===== config.mk =====
export PLATFORM = sky130hd
export DESIGN_NAME = fetch_unit
export DESIGN_NICKNAME = d
export VERILOG_FILES = /design/src/rtl/fetch_unit.sv
export SDC_FILE = /design/constraint.sdc
export NUM_CORES = 1
export LEC_CHECK = 0
export ABC_CLOCK_PERIOD_IN_PS = 9700
export BUFFER_PORTS_ARGS = -buffer_cell sky130_fd_sc_hd__buf_2
export CAP_MARGIN = 10
export CORE_ASPECT_RATIO = 1.4
export CORE_MARGIN = 2
export CORE_UTILIZATION = 35
export CTS_CLUSTER_DIAMETER = 150
export DETAILED_ROUTE_END_ITERATION = 8
export GPL_TIMING_DRIVEN = 0
export HOLD_SLACK_MARGIN = 0.12
export PLACE_DENSITY = 0.54
export SLEW_MARGIN = 25
export SYNTH_ARGS = -nofsm -noshare
export SYNTH_HDL_FRONTEND = slang
export SYNTH_SLANG_ARGS = --single-unit
export TNS_END_PERCENT = 50

===== constraint.sdc =====
create_clock -name clk -period 9.7 [get_ports clk]
set_input_delay 0.97 -clock clk [delete_from_list [all_inputs] [get_ports clk]]
set_output_delay 0.97 -clock clk [all_outputs]
set_load 0.01 [all_outputs]

===== src/rtl/fetch_unit.sv =====
// Instruction fetch stage: req/ack word fetches into a prefetch FIFO with jump/halt redirect.
// Optional build macro FETCH_PERF_EN adds the fetch_cnt / kill_cnt performance counters.
module fetch_unit #(
    parameter int unsigned DEPTH    = 4,
    parameter logic [31:0] RESET_PC = 32'h0000_0000
) (
    input  logic        clk,
    input  logic        rst,
    output logic        mem_req,
    output logic [31:0] mem_addr,
    input  logic        mem_ack,
    input  logic [31:0] mem_rdata,
    output logic        inst_valid,
    output logic [31:0] inst,
    output logic [31:0] inst_pc,
    input  logic        inst_ready,
    input  logic        redirect,
    input  logic [31:0] redirect_pc,
    input  logic        halt,
    output logic        busy
`ifdef FETCH_PERF_EN
    ,
    output logic [15:0] fetch_cnt,
    output logic [15:0] kill_cnt
`endif
);

    localparam int PW = (DEPTH > 1) ? $clog2(DEPTH) : 1;
    localparam int CW = PW + 1;

    typedef enum logic [1:0] {
        S_IDLE = 2'd0,
        S_WAIT = 2'd1,
        S_KILL = 2'd2
    } state_t;

    state_t         r_state;
    state_t         w_state_next;
    logic [31:0]    r_fetch_pc;
    logic [31:0]    w_fetch_pc_next;
    logic           r_mem_req;
    logic           w_mem_req_next;
    logic [31:0]    r_mem_addr;
    logic [31:0]    w_mem_addr_next;

    logic [31:0]    r_fifo_pc   [DEPTH];
    logic [31:0]    r_fifo_inst [DEPTH];
    logic [PW-1:0]  r_rd_ptr;
    logic [PW-1:0]  r_wr_ptr;
    logic [CW-1:0]  r_count;
    logic [CW-1:0]  w_count_next;

    logic [31:0]    w_redirect_pc;
    logic [31:0]    w_base_pc;
    logic           w_push;
    logic           w_pop;
    logic           w_can_issue;
    logic           w_issue;
    logic [1:0]     w_unused_pc_lsb;

    assign w_unused_pc_lsb = redirect_pc[1:0];
    assign w_redirect_pc   = {redirect_pc[31:2], 2'b00};
    // A redirect takes effect on the same edge, so any issue this cycle uses the new target.
    assign w_base_pc       = redirect ? w_redirect_pc : r_fetch_pc;

    assign w_push = mem_ack && (r_state == S_WAIT) && !redirect;
    assign w_pop  = (r_count != {CW{1'b0}}) && inst_ready && !redirect;

    assign w_count_next = redirect ? {CW{1'b0}}
                                   : (r_count + CW'(w_push) - CW'(w_pop));
    assign w_can_issue  = !halt && (w_count_next < CW'(DEPTH));

    // FSM next-state, request and fetch-pc update.
    always_comb begin
        w_state_next    = r_state;
        w_mem_req_next  = r_mem_req;
        w_mem_addr_next = r_mem_addr;
        w_fetch_pc_next = w_base_pc;
        w_issue         = 1'b0;
        case (r_state)
            S_IDLE: begin
                if (w_can_issue) begin
                    w_issue = 1'b1;
                end else begin
                    w_state_next = S_IDLE;
                end
            end
            S_WAIT: begin
                if (mem_ack) begin
                    if (w_can_issue) begin
                        w_issue = 1'b1;
                    end else begin
                        w_mem_req_next = 1'b0;
                        w_state_next   = S_IDLE;
                    end
                end else if (redirect) begin
                    w_state_next = S_KILL;
                end else begin
                    w_state_next = S_WAIT;
                end
            end
            S_KILL: begin
                if (mem_ack) begin
                    if (w_can_issue) begin
                        w_issue = 1'b1;
                    end else begin
                        w_mem_req_next = 1'b0;
                        w_state_next   = S_IDLE;
                    end
                end else begin
                    w_state_next = S_KILL;
                end
            end
            default: begin
                w_mem_req_next = 1'b0;
                w_state_next   = S_IDLE;
            end
        endcase
        if (w_issue) begin
            w_mem_req_next  = 1'b1;
            w_mem_addr_next = w_base_pc;
            w_fetch_pc_next = w_base_pc + 32'd4;
            w_state_next    = S_WAIT;
        end else begin
            w_fetch_pc_next = w_base_pc;
        end
    end

    // FSM state, memory request and fetch-pc registers.
    always_ff @(posedge clk or posedge rst) begin
        if (rst) begin
            r_state    <= S_IDLE;
            r_mem_req  <= 1'b0;
            r_mem_addr <= RESET_PC;
            r_fetch_pc <= RESET_PC;
        end else begin
            r_state    <= w_state_next;
            r_mem_req  <= w_mem_req_next;
            r_mem_addr <= w_mem_addr_next;
            r_fetch_pc <= w_fetch_pc_next;
        end
    end

    // Prefetch FIFO storage, pointers and occupancy; a redirect empties it.
    always_ff @(posedge clk or posedge rst) begin
        if (rst) begin
            r_rd_ptr <= {PW{1'b0}};
            r_wr_ptr <= {PW{1'b0}};
            r_count  <= {CW{1'b0}};
            for (int i = 0; i < int'(DEPTH); i++) begin
                r_fifo_pc[i]   <= 32'h0000_0000;
                r_fifo_inst[i] <= 32'h0000_0000;
            end
        end else if (redirect) begin
            r_rd_ptr <= {PW{1'b0}};
            r_wr_ptr <= {PW{1'b0}};
            r_count  <= {CW{1'b0}};
        end else begin
            if (w_push) begin
                r_fifo_pc[r_wr_ptr]   <= r_mem_addr;
                r_fifo_inst[r_wr_ptr] <= mem_rdata;
                r_wr_ptr              <= r_wr_ptr + PW'(1);
            end
            if (w_pop) begin
                r_rd_ptr <= r_rd_ptr + PW'(1);
            end
            r_count <= w_count_next;
        end
    end

    assign mem_req    = r_mem_req;
    assign mem_addr   = r_mem_addr;
    assign busy       = (r_state != S_IDLE);
    assign inst_valid = (r_count != {CW{1'b0}});
    assign inst       = r_fifo_inst[r_rd_ptr];
    assign inst_pc    = r_fifo_pc[r_rd_ptr];

`ifdef FETCH_PERF_EN
    logic        w_discard;
    logic [15:0] w_kill_inc;
    logic [15:0] r_fetch_cnt;
    logic [15:0] r_kill_cnt;

    function automatic logic [15:0] sat_add(input logic [15:0] a, input logic [15:0] b);
        logic [16:0] s;
        s = {1'b0, a} + {1'b0, b};
        return s[16] ? 16'hFFFF : s[15:0];
    endfunction

    // Killed responses plus every entry thrown away by a flush.
    assign w_discard  = mem_ack && ((r_state == S_KILL) || ((r_state == S_WAIT) && redirect));
    assign w_kill_inc = (redirect ? 16'(r_count) : 16'h0000) + 16'(w_discard);

    // Saturating performance counters.
    always_ff @(posedge clk or posedge rst) begin
        if (rst) begin
            r_fetch_cnt <= 16'h0000;
            r_kill_cnt  <= 16'h0000;
        end else begin
            r_fetch_cnt <= sat_add(r_fetch_cnt, 16'(w_push));
            r_kill_cnt  <= sat_add(r_kill_cnt, w_kill_inc);
        end
    end

    assign fetch_cnt = r_fetch_cnt;
    assign kill_cnt  = r_kill_cnt;
`endif

endmodule


### Word-level counts from Yosys, hierarchy flattened

Cells that the tools add are included.

| word-level totals | value |
|---|---|
| flip-flop bits (word level) | 330 |
| input bits | 70 |
| output and inout port bits | 99 |
| word-level logic and storage cells | 79 |

| operators by class | value |
|---|---|
| add/subtract/negate cells | 5 |
| order comparisons | 4 |
| equality and inequality tests | 5 |
| multiplexer cells | 31 |
| bitwise operators | 3 |
| reductions and logical operators | 16 |

Operators with widths:

| cell | count |
|---|---|
| 128-bit bitwise mux | 2 |
| 32-bit 2-to-1 mux | 7 |
| 32-bit binary-select mux with 2-bit select | 2 |
| 32-bit demux with 2-bit select | 1 |
| 32-bit by 3-bit adder with 32-bit output (second input constant) | 1 |
| 2-bit 2-to-1 mux | 9 |
| 3-bit greater-or-equal comparator (second input constant) | 2 |
| 1-bit logical AND | 6 |
| 3-bit 2-to-1 mux | 2 |
| 2-bit NOT with 3-bit output | 2 |
| 2-bit case mux with 3 select lines | 1 |
| 2-bit nonzero test | 3 |
| 1-bit 2-to-1 mux | 5 |
| 2-bit by 1-bit adder with 2-bit output (second input constant) | 2 |
| 1-bit case mux with 2 select lines | 2 |
| 3-bit by 1-bit adder with 3-bit output | 1 |
| 3-bit by 1-bit < comparator with 1-bit output (second input constant) | 1 |
| 3-bit < comparator (second input constant) | 1 |
| 3-bit by 1-bit != test with 1-bit output (second input constant) | 1 |
| 3-bit by 2-bit != test with 1-bit output (second input constant) | 1 |
| 3-bit AND reduction | 1 |
| 3-bit nonzero test | 1 |
| 3-bit by 1-bit subtractor with 3-bit output | 1 |
| 2-bit by 1-bit equality test with 1-bit output (second input constant) | 1 |
| 7 further kinds | 8 |

### Logic depth before layout (Yosys ltp)

Gate-level depths: netlist of the first run.

| depth | value |
|---|---|
| word-level depth | 13 |
| depth in mapped cells | 18 |
| depth with buffers taken out | 15 |

### Worst setup path after synthesis of the first run

OpenSTA, ideal clock, no wires.

| path | value |
|---|---|
| path type | input to register |
| start point | input port redirect |
| end point | register r_fetch_pc[30] |
| library setup time | 0.080 ns |
| arrival time | 4.042 ns |
| required time | 9.620 ns |
| path slack | 5.578 ns |
| cell stages on the path | 17 |
| buffers on the path | 5 |
| path through | buf_6 -> buf_6 -> buf_2 -> buf_2 -> buf_2 -> nor2_1 -> ha_1 -> inv_1 -> ha_1 -> inv_1 -> fa_1 -> xnor3_2 -> o211ai_4 -> nor3_4 -> nand2_4 -> nor4b_4 -> xnor2_1 |

| on the way | value |
|---|---|
| longest elaborated chain between the ends | 11 |
| elaborated cells between the ends (all ways) | 14 |
| those cells by class | 3 x add/sub; 1 x order compare; 6 x mux; 4 x reduce/logical |

RTL lines:

| what | line | text |
|---|---|---|
| from (decl) | 17 | `input logic redirect,` |
| 1-bit logical NOT | 66, 67 |  |
| 1-bit logical AND | 66 | `assign w_push = mem_ack && (r_state == S_WAIT) && !redirect;` |
| 3-bit by 1-bit adder with 3-bit output | 70 | `: (r_count + CW'(w_push) - CW'(w_pop));` |
| 3-bit by 1-bit subtractor with 3-bit output | 70 |  |
| 3-bit 2-to-1 mux | 69 | `assign w_count_next = redirect ? {CW{1'b0}}` |
| 3-bit < comparator | 71 | `assign w_can_issue = !halt && (w_count_next < CW'(DEPTH));` |
| 1-bit logical AND | 71 |  |
| 1-bit 2-to-1 mux | 82, 90, 104 |  |
| 1-bit 2-to-1 mux | 103 | `if (mem_ack) begin` |
| 1-bit case mux with 2 select lines | 80 | `case (r_state)` |
| 32-bit 2-to-1 mux * | 119 | `if (w_issue) begin` |
| via w_fetch_pc_next[30] | 40 | `logic [31:0] w_fetch_pc_next;` |
| to (signal assigned) | 140 | `r_fetch_pc <= w_fetch_pc_next;` |
| to (decl) | 39 | `logic [31:0] r_fetch_pc;` |

The timed path passes the listed nets; every way through them passes the cells marked *.
A chain may end at the register's enable or synchronous reset.

### Final worst setup path of the first run

| path | value |
|---|---|
| start point | input port redirect |
| end point | register r_fetch_pc[11] |

Same word-level chain as after synthesis.

==> results of run 1 <==
-- cell families after synthesis --
logic type               count (synthesis)  share of synthesized area
XOR/XNOR                                36                    0.02240
multiplexers                           350                     0.3137
flip-flops                             330                     0.5599
buffers and inverters                   70                    0.02248
AO/OA/AOI/OAI                           65                    0.02630
AND/OR/NAND/NOR                        125                    0.04454
adder cells (fa/ha/maj)                 12                    0.01069
-- sequential cells by signal (all words and copies together) (netlist names) --
name,count
mem_addr,32
mem_req,1
r_count,3
r_fetch_pc,32
r_fifo_inst,128
r_fifo_pc,128
r_rd_ptr,2
r_state,2
r_wr_ptr,2
-- cells in the final DEF (no fill, tap or decap), drive strengths merged, types with 3 or more instances in the layout --
cell        n
nand2      50
xor2       20
ha         11
xnor2      15
a32oi       5
dfrtp     330
mux4       64
clkbuf     54
nand3      15
nor2b      10
nand4       7
inv        15
a21oi      15
bufinv      6
nor2       20
mux2i      28
nand3b      3
clkinvlp    3
clkinv     11
nor3        4
mux2      258
buf       225
o21ai      35
nand4b      3
-- power by group through the flow --
stage	Combinational [mW]	Clock (mW)	Sequential, mW
after detailed placement	1.60	0	2.11
after CTS	1.60	1.52	2.08
final	1.56	1.47	2.08
after floorplan	1.07	0	2.03
after global routing	1.72	1.58	2.14
after global placement	1.56	0	2.09
-- how the worst max path moves through the flow --
stage / end / slack [ps] / depth (start not counted)
CTS: r_fetch_pc[23] / 5010 / 19
global placement: r_fifo_pc[54] / 2170 / 2
detailed placement: r_fetch_pc[23] / 4450 / 19
finish: r_fetch_pc[11] / 5020 / 19
global route: r_fetch_pc[23] / 4760 / 19
floorplan: mem_addr[0] / 4320 / 1
-- critical path: cells and delay by family --
kind / cells / cell delay, ps
adders and majority gates: 3 / 770
buffers and inverters: 9 / 2050
AOI/OAI and AO/OA: 1 / 140
and+or+nand+nor: 3 / 620
muxes: 1 / 130
xor gates and xnor gates: 2 / 440
-- metal layers --
metal  vias up  routed length, um  part of all wire  track usage
met5         -                 21           0.00058            0
met4         4                778             0.021      0.04966
met3        52               1735             0.048      0.03106
met2       197              18560              0.51       0.2915
met1      4639              15230              0.42       0.2140
li1       4038                  -                 -            -
-- cell type report --
class	instances	area (um2)	area share
timing repair buffer	178	1116	0.06261
multi-input combinational	588	6160	0.3455
inverter	13	52.55	0.002948
antenna	2	5.005	0.0002807
clock buffer	44	992.2	0.05566
buffer	57	284.0	0.01593
clock inverter	22	276.5	0.01551
sequential	330	8258	0.4632
tap	546	683.2	0.03832
-- metrics by stage --
stage               instance area [um2]  instances
floorplan                         14750        988
global placement                  16260       1699
detailed placement                16550       1712
CTS                               17820       1778
global route                      17820       1779
finish                            17830       1780
==> results.md, run 1 <==
- The share of the cycle needed by the critical path after routing is 0.4828.
- By instance count, the leading cell after synthesis is sky130_fd_sc_hd__dfrtp_1.
- The cell count after synthesis is 988.
- The number of top-level pins is 169.
- The synthesis-to-finish area growth is 20.87%.
- The layout cell share with drive strength beyond 1 is 0.5000.
- The die covers 43820 um2.
- The worst register-to-register path has a setup slack of 6020 ps.
- The power share of the combinational group is 0.306.
- The design draws 5.110 mW.
- The highest net fanout along the worst path is 10.
- The post-route clock skew is 16.82 ps.
- For this run, the slowest stage of the critical path takes 390 ps.
- For this run, the detailed router's first-pass iteration total came to 5.
- The worst-case reg-to-reg path depth is 17.
- The worst hold path belongs to the class in -> async.
- The flow ran to the end, and the final reports show no timing, DRC or antenna violations.
- The number of gates resized after CTS was 0.
- The clock sink count is 330.
- The congestion estimate from routability-driven global placement came to 0.7823.
- The number of global-route vias before repair is 9695.
- Tracing the worst setup path back leads to its startpoint at redirect.
- After detailed routing, the average wire length per cell comes to 20.40 um.
- For this run the aggregate overflow at the end of global routing stands at 0.
- For this design the static power due to leakage is 8.432 nW.
- The total of max-cap violations is 0.
- Entering global routing, the biggest net connects 33 pins.
- The cell occurring most often along the worst timing path is sky130_fd_sc_hd__buf_2.
- The quantity of I/O buffers inserted on ports is 165.
- STA puts the critical path data required time at 10150 ps.
- The final-report max-slew violation count is 0.
- The summed instance area of the synthesized netlist is 14750 um2.
- The clock transition time at the flip-flop clock pins of the worst setup and hold paths is 60 ps.
- The row count is 89.
- The horizontal extent of the die is 177.5 um.
- The initial utilization of the core area, before any placement, comes to 0.3523.
- The worst setup path is launched from an input port.
- The hold violation count in the final report is 0.
- The total power per unit cell area is 286.6 nW/um2.
- The detailed router placed 8930 vias in this run.
- After clock tree synthesis, the setup repair step added 0 buffers.
- The H-tree generated during clock tree synthesis spans 2 levels.
- The clock network power share is 0.288.
- The number of antenna violations at the first check in global routing is 4.
- The internal portion of the total power is 3.527 mW.
- The switching power as a share of total power is 0.3099.
- The DRC violation total after the first TritonRoute iteration is 367.
- The signal on the critical path passes through buf_2 -> buf_6 -> buf_6 -> buf_2 -> buf_2 -> buf_2 -> nor2_1 -> ha_1 -> inv_1 -> ha_1 -> inv_1 -> fa_1 -> xnor3_2 -> o211ai_4 -> nor3b_2 -> buf_2 -> nand4_1 -> xor2_1 -> mux2i_1.
- Data on the critical path arrives at its endpoint at 5130 ps.
- The highest achievable clock rate is 213.5 MHz.
- For this run, design rule violations remaining after detail routing come to 0.
- The worst-case IR drop observed on VDD is 0.1322 mV.
- The endpoint identified for the worst register-to-register timing path is r_fetch_pc[11].
- The floorplan step defined a core boundary enclosing 41870 um2.
- The die is 246.9 um tall.
- In the post-synthesis netlist, the biggest area contributors are sky130_fd_sc_hd__dfrtp_1 56%, sky130_fd_sc_hd__mux2_2 20%, sky130_fd_sc_hd__mux4_2 9.8%.
- For this block, the routed nets add up to 36320 um of wire.
- Setup repair after global routing left no endpoint under its margin.
- The time the worst path needs with I/O delays and setup is 4683 ps.
- Once detail routing completed, the nets flagged for antenna violations numbered 0.
- The worst pin sits at a relative slew slack of 0.3909.
- The number of buffers between clock root and the deepest sink is 3.
- The number of enable flip-flop cells after synthesis is 0.
- The type of the worst setup path is in -> reg.
- In the synthesized netlist the dominant register cell turns out to be sky130_fd_sc_hd__dfrtp_1.
- TritonCTS built the clock tree.
- STA classifies the critical path endpoint as a register.
- When the netlist entered floorplanning its net count stood at 1070.
- The clock insertion delay at the later pin of the skew report is 530 ps.
- The first global-routing pass estimated 56580 um of wire.
- A synthesized cell averages 14.93 um2.
- The largest total area in the synthesized netlist belongs to sky130_fd_sc_hd__dfrtp_1.
- The via-per-instance ratio is 5.017.
- The area fraction of the dominant cell type after synthesis is 0.5599.
- The tightest hold path in the finished design has a slack of 498.1 ps.
- The share of the yosys chip area belonging to registers is 0.5599.
- Counting flops with an async set or reset pin after synthesis yields a share of 1.000.
- Prior to clock tree synthesis, the placed netlist has a worst setup slack of 4450 ps.
- The part of the power in registers is 0.406.
- The post-route core utilization is 0.4258.
- The net count of the finished layout is 1287.
- The number of synthesized register bits is 330.
- The final-report setup violation count is 0.
- Across every metal layer, demand over resource in global routing totals 0.1685.
- The buffer type at the clock tree root is sky130_fd_sc_hd__clkbuf_16.
- Adding up every negative setup slack in the final design gives 0 ps.
- The slowest stage of the critical path is the sky130_fd_sc_hd__buf_2 cell.
- The total number of yosys warnings is 0.
- The total half-perimeter wirelength after legalization and detailed placement is 25170 um.
- At the pin with the least slew margin, the transition time is 913.7 ps.
- The startpoint of the worst-slack reg-to-reg timing path is r_state[1].
- The clock buffer count from CTS is 37.
- Summed over all nets, the switching power comes to 1.584 mW.
- The hold-fix buffer count after cts is 0.
- After synthesis, the most frequently instantiated cells are 330 x sky130_fd_sc_hd__dfrtp_1, 258 x sky130_fd_sc_hd__mux2_2, 64 x sky130_fd_sc_hd__mux4_2.
- The count of fill cells added during filler insertion is 3969.
- The final worst-path setup slack is 5017 ps.
- The netlist uses 50 different library cells.
Power figures use the tool's default switching activity.
==> run 2: changes to the inputs <==
ABC_AREA = 1   (was default)
ABC_CLOCK_PERIOD_IN_PS = 4700   (was 9700)
PLACE_DENSITY = 0.52   (was 0.54)
clock period = 4.7 ns   (was 9.7 ns; I/O delays follow)
==> run 2 against run 1 <==
Against the previous run: global-route usage rose by 5.0 points; final cell count rose by 48%; routed wire length rose by 35%; non-clock buffer count rose by 59; setup slack got worse by 3800 ps; first-iteration DRC count rose by 110%; register-to-register slack got worse by 4800 ps; critical path type is now reg -> reg.
==> results.md, run 2 <==
- Outcome: finished clean (unchanged).
- The net count reported at finish is 2138 (was 1287).
- The post-synthesis area per instance is 8.227 um2 (was 14.93 um2).
- The data arrival at the endpoint of the critical path was 3870 ps (was 5130 ps).
- The number of enable flip-flop cells after synthesis was 0 (unchanged).
- The highest achievable clock rate is 288.6 MHz.
- The area fraction of the dominant cell type after synthesis is 0.5461 (was 0.5599).
- The layout cell share with drive strength beyond 1 came to 0.1497 (was 0.5000).
- The worst slew margin relative to its limit is 0.4975 (was 0.3909).
- The number of DRC violations after detailed routing came to 0 (unchanged).
- The hold violation count in the final report was 0 (unchanged).
- The worst-case register-to-register setup slack is 1230 ps (was 6020 ps).
- The total number of yosys warnings is 0 (unchanged).
- The buffer type at the clock tree root is sky130_fd_sc_hd__clkbuf_16 (unchanged).
- The endpoint kind of the worst setup timing path is a register (unchanged).
- The cell type with the highest aggregate area in the netlist is sky130_fd_sc_hd__dfrtp_1 (unchanged).
- The number of top-level pins is 169 (unchanged).
- The number of antenna violations at the first check in global routing was 0 (was 4).
- The unique cell type count in the Yosys netlist is 36 (was 50).
- The summed instance area of the synthesized netlist is 15120 um2 (was 14750 um2).
- The net count after synthesis came to 1920 (was 1070).
- The antenna diode count is 0 (was 2).
- The clock sink count is 330 (unchanged).
- The clock buffer count from CTS is 38 (was 37).
- The synthesis-to-finish area growth is 20.73% (was 20.87%).
- The clock transition time at the flip-flop clock pins of the worst setup and hold paths is 60 ps (about the same).
- The vertical die dimension is 249.9 um (was 246.9 um).
- The cell with the most instances after synthesis is sky130_fd_sc_hd__nand2_1 (was sky130_fd_sc_hd__dfrtp_1).
- The row count is 90 (was 89).
- The time the worst path needs with I/O delays and setup is 3465 ps.
- The total power per unit cell area is 625.5 nW/um2 (was 286.6 nW/um2).
- The die area is 44910 um2 (was 43820 um2).
- The initial core utilization came to 0.3525 (was 0.3523).
- The highest net fanout along the worst path is 10 (unchanged).
- The total of max-cap violations is 0 (unchanged).
- The remaining antenna violation count after routing is 0 (unchanged).
- The number of global-route vias before repair came to 13560 (was 9695).
- The most heavily used metal layer in global routing is met2 (unchanged).
- The final worst-path setup slack is 1235 ps (was 5017 ps).
- The number of H-tree levels is 2 (unchanged).
- The final-report max-slew violation count is 0 (unchanged).
- The actual transition at the worst max-transition pin is 753.8 ps (was 913.7 ps).
- The worst-case reg-to-reg path depth came to 16 (was 17).
- The average wire per standard cell came to 18.56 um (was 20.40 um).
- Cell types occupying the most area after synthesis: sky130_fd_sc_hd__dfrtp_1 55%, sky130_fd_sc_hd__o21ai_0 14%, sky130_fd_sc_hd__nand2_1 12% (was sky130_fd_sc_hd__dfrtp_1 56%, sky130_fd_sc_hd__mux2_2 20%, sky130_fd_sc_hd__mux4_2 9.8%).
- The total power after layout was 11.42 mW (was 5.110 mW).
- The global-route wire length before repair is 77600 um (was 56580 um).
- The type of the worst setup path is reg -> reg (was in -> reg).
- The horizontal extent of the die is 179.7 um (was 177.5 um).
- The share of the yosys chip area belonging to registers is 0.5461 (was 0.5599).
- The overall via count from detail_route is 13290 (was 8930).
- The leading cell type in the layout, fill and taps excluded is sky130_fd_sc_hd__nand2_1 (was sky130_fd_sc_hd__dfrtp_1).
- The total wire length came to 48920 um (was 36320 um).
- The cell count after synthesis was 1838 (was 988).
- The global-route met2 utilization is 0.3882 (was 0.2915).
- The met3 track utilization from global routing is 0.03108 (was 0.03106).
- The all-layer global routing usage is 0.2187 (was 0.1685).
- The CTS tree is yes (unchanged).
- The number of synthesized register bits is 330 (unchanged).
- The number of buffers between clock root and the deepest sink came to 3 (unchanged).
- The total half-perimeter wirelength after legalization and detailed placement is 35060 um (was 25170 um).
- The leakage power is 8.896 nW (was 8.432 nW).
- The worst hold path was traced through 3 stages.
- The kind of path behind the tightest hold check is in -> reg (was in -> async).
- The main flop type after synthesis was sky130_fd_sc_hd__dfrtp_1 (unchanged).
- The DRC violation total after the first TritonRoute iteration was 769 (was 367).
- The final weighted congestion in routability-driven placement came to 1.038 (was 0.7823).
- The worst endpoint required time is 5100 ps (was 10150 ps).
- The share of the cycle needed by the critical path after routing is 0.7373.
- The maximum number of pins on one net before global-route repair is 32 (was 33).
- The tightest hold margin is 250.6 ps (was 498.1 ps).
- The post-route clock skew is 14.94 ps (was 16.82 ps).
- The first-pass iteration count of the detailed router is 5 (unchanged).
- The accumulated negative setup slack is 0 ps (unchanged).
- The placeable core region is 42900 um2 (was 41870 um2).
- The worst slack at placement is 1207 ps (was 4450 ps).
- Top flop regs: r_fifo_inst (128), r_fifo_pc (128) (unchanged).
- The post-route core utilization was 0.4255 (was 0.4258).
- The final-report setup violation count was 0 (unchanged).
- The global route total overflow was 0 (unchanged).
- Commonest cells after routing, fill and taps aside: 497 x sky130_fd_sc_hd__nand2_1, 417 x sky130_fd_sc_hd__o21ai_0, 330 x sky130_fd_sc_hd__dfrtp_1, 182 x sky130_fd_sc_hd__buf_2, 175 x sky130_fd_sc_hd__nor2_1 (was 330 x sky130_fd_sc_hd__dfrtp_1, 258 x sky130_fd_sc_hd__mux2_2, 203 x sky130_fd_sc_hd__buf_2, 64 x sky130_fd_sc_hd__mux4_2, 48 x sky130_fd_sc_hd__nand2_1).
- Unrepaired setup endpoints after global routing: false (unchanged).
- The clock insertion delay at the later pin of the skew report is 540 ps (was 530 ps).
- The via-per-instance ratio is 5.041 (was 5.017).
- The quantity of I/O buffers inserted on ports is 165 (unchanged).
- The maximum resistive drop on vdd is 0.3307 mV (was 0.1322 mV).
- The async set-or-reset flop fraction in the synthesized netlist is 1.000 (unchanged).
- Commonest cells in the synthesized netlist: 497 x sky130_fd_sc_hd__nand2_1, 417 x sky130_fd_sc_hd__o21ai_0, 330 x sky130_fd_sc_hd__dfrtp_1 (was 330 x sky130_fd_sc_hd__dfrtp_1, 258 x sky130_fd_sc_hd__mux2_2, 64 x sky130_fd_sc_hd__mux4_2).
- The routing usage on met1 is 0.2712 (was 0.2140).
- The startpoint kind of the worst setup timing path is a register (was input port).
run 2: cell types whose count changed after synthesis, moves of 13 or more:
cell                       change
sky130_fd_sc_hd__mux2i_1      -28
sky130_fd_sc_hd__o22ai_1      +65
sky130_fd_sc_hd__o21ai_0     +383
sky130_fd_sc_hd__nand2_2      +22
sky130_fd_sc_hd__nand2_1     +449
sky130_fd_sc_hd__xnor2_1      -13
sky130_fd_sc_hd__clkbuf_1     +80
sky130_fd_sc_hd__mux2_2      -258
sky130_fd_sc_hd__buf_2        -20
sky130_fd_sc_hd__mux4_2       -64
sky130_fd_sc_hd__inv_1       +109
sky130_fd_sc_hd__nor2_1      +155
run 2: metrics by stage:
stage	cell area, um2	cells
after floorplan	15130	1838
after global routing	18260	2636
after CTS	18260	2636
after global placement	16640	2555
final	18260	2636
after detailed placement	16900	2567
run 2: critical path, stage by stage (launching register included):
cell	delay (ps)
sky130_fd_sc_hd__dfrtp_1	400
sky130_fd_sc_hd__inv_1	110
sky130_fd_sc_hd__ha_1	200
sky130_fd_sc_hd__nand2_1	140
sky130_fd_sc_hd__nor2_2	350
sky130_fd_sc_hd__inv_1	100
sky130_fd_sc_hd__ha_1	300
sky130_fd_sc_hd__inv_1	50
sky130_fd_sc_hd__ha_1	130
sky130_fd_sc_hd__inv_1	50
sky130_fd_sc_hd__fa_1	380
sky130_fd_sc_hd__nand3_1	110
sky130_fd_sc_hd__nand3_2	120
sky130_fd_sc_hd__nand3_4	160
sky130_fd_sc_hd__buf_2	270
sky130_fd_sc_hd__clkbuf_1	330
sky130_fd_sc_hd__o21ai_0	140
run 2: worst paths after layout:
| path | endpoint | startpoint |
|---|---|---|
| min | r_fifo_inst[120] | mem_rdata[24] |
| max | mem_addr[20] | r_state[1] |
| min in group asynchronous | r_fifo_inst[117] | rst |
| max in group asynchronous | r_fifo_pc[122] | rst |
| max reg2reg | mem_addr[20] | r_state[1] |
| min reg2reg | r_fifo_pc[75] | r_fifo_pc[75] |
run 2: logic make-up (layout without fill, tap and decap cells):
| family | after synthesis | count (layout) | share of synthesized area |
|---|---|---|---|
| xor gates and xnor gates | 11 | 11 | 0.006372 |
| adders and majority gates | 12 | 12 | 0.01043 |
| buffers and inverters | 240 | 486 | 0.06429 |
| DFF | 330 | 330 | 0.5461 |
| AOI/OAI and AO/OA | 499 | 499 | 0.1709 |
| and+or+nand+nor | 746 | 746 | 0.2019 |
run 2: routing by layer:
layer | wire length, um | vias up
li1 | - | 6393
met1 | 20440 | 6472
met2 | 24920 | 338
met3 | 2004 | 86
met4 | 1555 | 0
met5 | 0 | -
run 2: power breakdown:
part	switching [mW]	internal [mW]
Combinational	2.66	1.38
Clock	1.21	1.96
Sequential	0.506	3.71
run 2: layout make-up:
| cell class | instances | area [um2] |
|---|---|---|
| Clock buffer | 61 | 1231 |
| Fill cell | 4427 | 24650 |
| Clock inverter | 7 | 118.9 |
| Inverter | 124 | 474.2 |
| Timing Repair Buffer | 178 | 1091 |
| Multi-Input combinational cell | 1268 | 5892 |
| Tap cell | 552 | 690.7 |
| Sequential cell | 330 | 8258 |
| Buffer | 116 | 501.7 |
run 2: repair_timing:
item / 4_1_cts / 5_1_grt
hold buffers: 1 / 0
buffers inserted: 0 / 0
resized for setup: 0 / 0
hold endpoints to repair: 10 / 0
==> run 3: changes to the inputs <==
ABC_CLOCK_PERIOD_IN_PS = 2800   (was 4700)
PLACE_DENSITY = 0.54   (was 0.52)
clock period = 2.8 ns   (was 4.7 ns; I/O delays follow)
==> run 3 against run 2 <==
Against the previous run: maximum frequency up 24%; clock power grew 55%; final cell count up 1.8%; non-clock buffer count up 50; setup slack got worse by 1200 ps; global-route usage hardly changed; design area rose by 3.2%; power increased by 69%; largest cell class unchanged; flip-flop and latch count unchanged; via count increased by 2.1%; register-to-register slack got worse by 1200 ps; clock skew grew 12 ps.
==> results.md, run 3 (synthesized netlist as in run 2, its figures left out) <==
- Commonest cells after routing, fill and taps aside: 491 x sky130_fd_sc_hd__nand2_1, 405 x sky130_fd_sc_hd__o21ai_0, 329 x sky130_fd_sc_hd__dfrtp_1, 177 x sky130_fd_sc_hd__buf_2, 169 x sky130_fd_sc_hd__nor2_1 (was 497 x sky130_fd_sc_hd__nand2_1, 417 x sky130_fd_sc_hd__o21ai_0, 330 x sky130_fd_sc_hd__dfrtp_1, 182 x sky130_fd_sc_hd__buf_2, 175 x sky130_fd_sc_hd__nor2_1).
- The antenna diode count is 0 (unchanged).
- Top flop regs: r_fifo_inst (128), r_fifo_pc (128) (unchanged).
- The highest achievable clock rate is 357.5 MHz (was 288.6 MHz).
- The worst-case register-to-register setup slack is 3 ps (was 1230 ps).
- The layout cell share with drive strength beyond 1 is 0.1712 (was 0.1497).
- The hold violation count in the final report is 0 (unchanged).
- The highest net fanout along the worst path is 5 (was 10).
- The vertical die dimension came to 249.9 um (unchanged).
- The type of the worst setup path is reg -> reg (unchanged).
- The worst endpoint required time came to 3220 ps (was 5100 ps).
- The synthesis-to-finish area growth is 24.65% (was 20.73%).
- The routing usage on met1 is 0.2681 (was 0.2712).
- The finished layout cell area is 18850 um2 (was 18260 um2).
- The clock transition time at the flip-flop clock pins of the worst setup and hold paths is 60 ps (about the same).
- The net count reported at finish is 2188 (was 2138).
- The number of buffers between clock root and the deepest sink was 3 (unchanged).
- The maximum number of pins on one net before global-route repair came to 31 (was 32).
- The average wire per standard cell is 18.47 um (was 18.56 um).
- The row count is 90 (unchanged).
- The kind of path behind the tightest hold check is in -> reg (unchanged).
- The maximum resistive drop on vdd is 0.5902 mV (was 0.3307 mV).
- The post-route clock skew came to 26.49 ps (was 14.94 ps).
- The number of H-tree levels is 2 (unchanged).
- The final-report max-slew violation count came to 0 (unchanged).
- The actual transition at the worst max-transition pin is 715.4 ps (was 753.8 ps).
- The buffer type at the clock tree root was sky130_fd_sc_hd__clkbuf_16 (unchanged).
- The die area is 44910 um2 (unchanged).
- The startpoint of the worst-slack reg-to-reg timing path is r_state[1] (unchanged).
- The global-route met2 utilization was 0.3882 (unchanged).
- The total half-perimeter wirelength after legalization and detailed placement is 34660 um (was 35060 um).
- The worst-case reg-to-reg path depth is 19 (was 16).
- The endpoint kind of the worst setup timing path is a register (unchanged).
- The clock insertion delay at the later pin of the skew report was 540 ps (about the same).
- The final worst-path setup slack is 3.086 ps (was 1235 ps).
- The DRC violation total after the first TritonRoute iteration is 928 (was 769).
- The startpoint kind of the worst setup timing path is a register (unchanged).
- The global-route wire length before repair came to 77680 um (was 77600 um).
- The total wire length came to 49570 um (was 48920 um).
- The post-place instance area is 16910 um2 (was 16900 um2).
- The final weighted congestion in routability-driven placement is 0.8906 (was 1.038).
- The first-pass iteration count of the detailed router is 5 (unchanged).
- The number of antenna violations at the first check in global routing is 0 (unchanged).
- The placeable core region was 42900 um2 (unchanged).
- The accumulated negative setup slack came to 0 ps (unchanged).
- The time the worst path needs with I/O delays and setup is 2797 ps (was 3465 ps).
- The CTS tree is yes (unchanged).
- The end of the worst register-to-register path is r_fetch_pc[17] (was mem_addr[20]).
- The number of top-level pins is 169 (unchanged).
- The clock sink count is 330 (unchanged).
- The worst slew margin relative to its limit came to 0.5231 (was 0.4975).
- The critical path endpoint is r_fetch_pc[17] (was mem_addr[20]).
- The quantity of I/O buffers inserted on ports is 165 (unchanged).
- The final-report setup violation count is 0 (unchanged).
- The clock buffer count from CTS is 37 (was 38).
- The number of global-route vias before repair is 13640 (was 13560).
- The remaining antenna violation count after routing is 0 (unchanged).
- The initial core utilization is 0.3525 (unchanged).
- Unrepaired setup endpoints after global routing: true (was false).
- The leading cell type in the layout, fill and taps excluded is sky130_fd_sc_hd__nand2_1 (unchanged).
- The number of DRC violations after detailed routing is 0 (unchanged).
- The share of the cycle needed by the critical path after routing is 0.9989 (was 0.7373).
- The overall via count from detail_route was 13560 (was 13290).
- The all-layer global routing usage is 0.2188 (was 0.2187).
- The via-per-instance ratio is 5.054 (was 5.041).
- The most heavily used metal layer in global routing is met2 (unchanged).
- The count of fill cells added during filler insertion is 4334 (was 4427).
- Outcome: finished clean (unchanged).
- The met3 track utilization from global routing is 0.02933 (was 0.03108).
- The global route total overflow is 0 (unchanged).
- The leakage power is 9.173 nW (was 8.896 nW).
- The total of max-cap violations was 0 (unchanged).
- The data arrival at the endpoint of the critical path is 3220 ps (was 3870 ps).
- The horizontal extent of the die is 179.7 um (unchanged).
- The worst slack at placement came to -734.7 ps (was 1207 ps).
- The source of the critical timing path is r_state[1] (unchanged).
- The total power per unit cell area is 1026 nW/um2 (was 625.5 nW/um2).
## run 3: cell types whose count changed in the layout (fill, tap and decap cells not counted), sizes merged, moves of 6 or more
cell	delta
clkinv	+6
dlygate4sd3	+37
buf	+12
clkbuf	-7
## run 3: how the worst min path moves through the flow
stage	cells past startpoint	startpoint	slack, ps	to
after detailed placement	2	rst	420	r_fifo_inst[117]
after CTS	5	redirect_pc[17]	120	r_fetch_pc[17]
after floorplan	2	r_fifo_inst[32]	450	r_fifo_inst[32]
after global routing	5	redirect_pc[20]	160	mem_addr[20]
after global placement	2	r_fifo_pc[54]	460	r_fifo_pc[54]
final	4	redirect_pc[2]	140	r_fetch_pc[2]
## run 3: worst max-delay path: stages (launching register included)
cell                      delay [ps]
sky130_fd_sc_hd__dfrtp_1         400
sky130_fd_sc_hd__inv_2           100
sky130_fd_sc_hd__ha_4            140
sky130_fd_sc_hd__nand2_2         100
sky130_fd_sc_hd__nor2_4          120
sky130_fd_sc_hd__inv_1            50
sky130_fd_sc_hd__ha_1            280
sky130_fd_sc_hd__inv_1            60
sky130_fd_sc_hd__ha_2            160
sky130_fd_sc_hd__inv_2            40
sky130_fd_sc_hd__fa_2            330
sky130_fd_sc_hd__inv_1            60
sky130_fd_sc_hd__nand2_1          60
sky130_fd_sc_hd__nand3_2          80
sky130_fd_sc_hd__nand3_4         110
sky130_fd_sc_hd__buf_12          170
sky130_fd_sc_hd__nor2_8          170
sky130_fd_sc_hd__nand2_4          80
sky130_fd_sc_hd__o21ai_2         110
sky130_fd_sc_hd__nand2_1          60
## run 3: power by group
part | leakage [nW] | total [mW] | switching [mW] | internal [mW]
combinational | 4.21 | 7.35 | 4.64 | 2.71
clock | 0.594 | 4.91 | 2.01 | 2.89
sequential | 4.37 | 7.07 | 0.848 | 6.23
total | 9.17 | 19.3 | 7.50 | 11.8
## run 3: timing repair
| item | 4_1_cts | 5_1_grt |
|---|---|---|
| resized for setup | 57 | 28 |
| setup buffers | 5 | 6 |
| pin swaps | 3 | 8 |
| endpoints found under the hold margin | 158 | 0 |
| hold buffers | 38 | 0 |
| endpoints found under the setup margin | 129 | 78 |
| cloned | 1 | 2 |
## run 3: cell type report
type                    instances  area, um2  area share
clock inverters                11      125.1    0.006638
inverters                     124      479.2     0.02542
well taps                     552      690.7     0.03664
multi-input cells            1269       5991      0.3178
plain buffers                 116      584.3     0.03100
repair buffers                228       1629     0.08643
clock buffers                  54       1091     0.05788
flip-flops and latches        330       8259      0.4382
## run 3: layer usage
layer  wire, um  share of wire
met5          0              0
met4       1795          0.036
met3       2412          0.049
met2      25170           0.51
met1      20190           0.41
## run 3: metrics by stage
stage	hold slack (ps)	util	instances	total power, mW
detailed placement	422.2	0.3942	2567	13.98
CTS	124.1	0.4364	2676	19.33
global placement	461.5	0.3879	2555	13.82
floorplan	447.8	-	1838	11.03
finish	138.2	0.4393	2684	19.33
global route	158.5	0.4393	2684	20.66
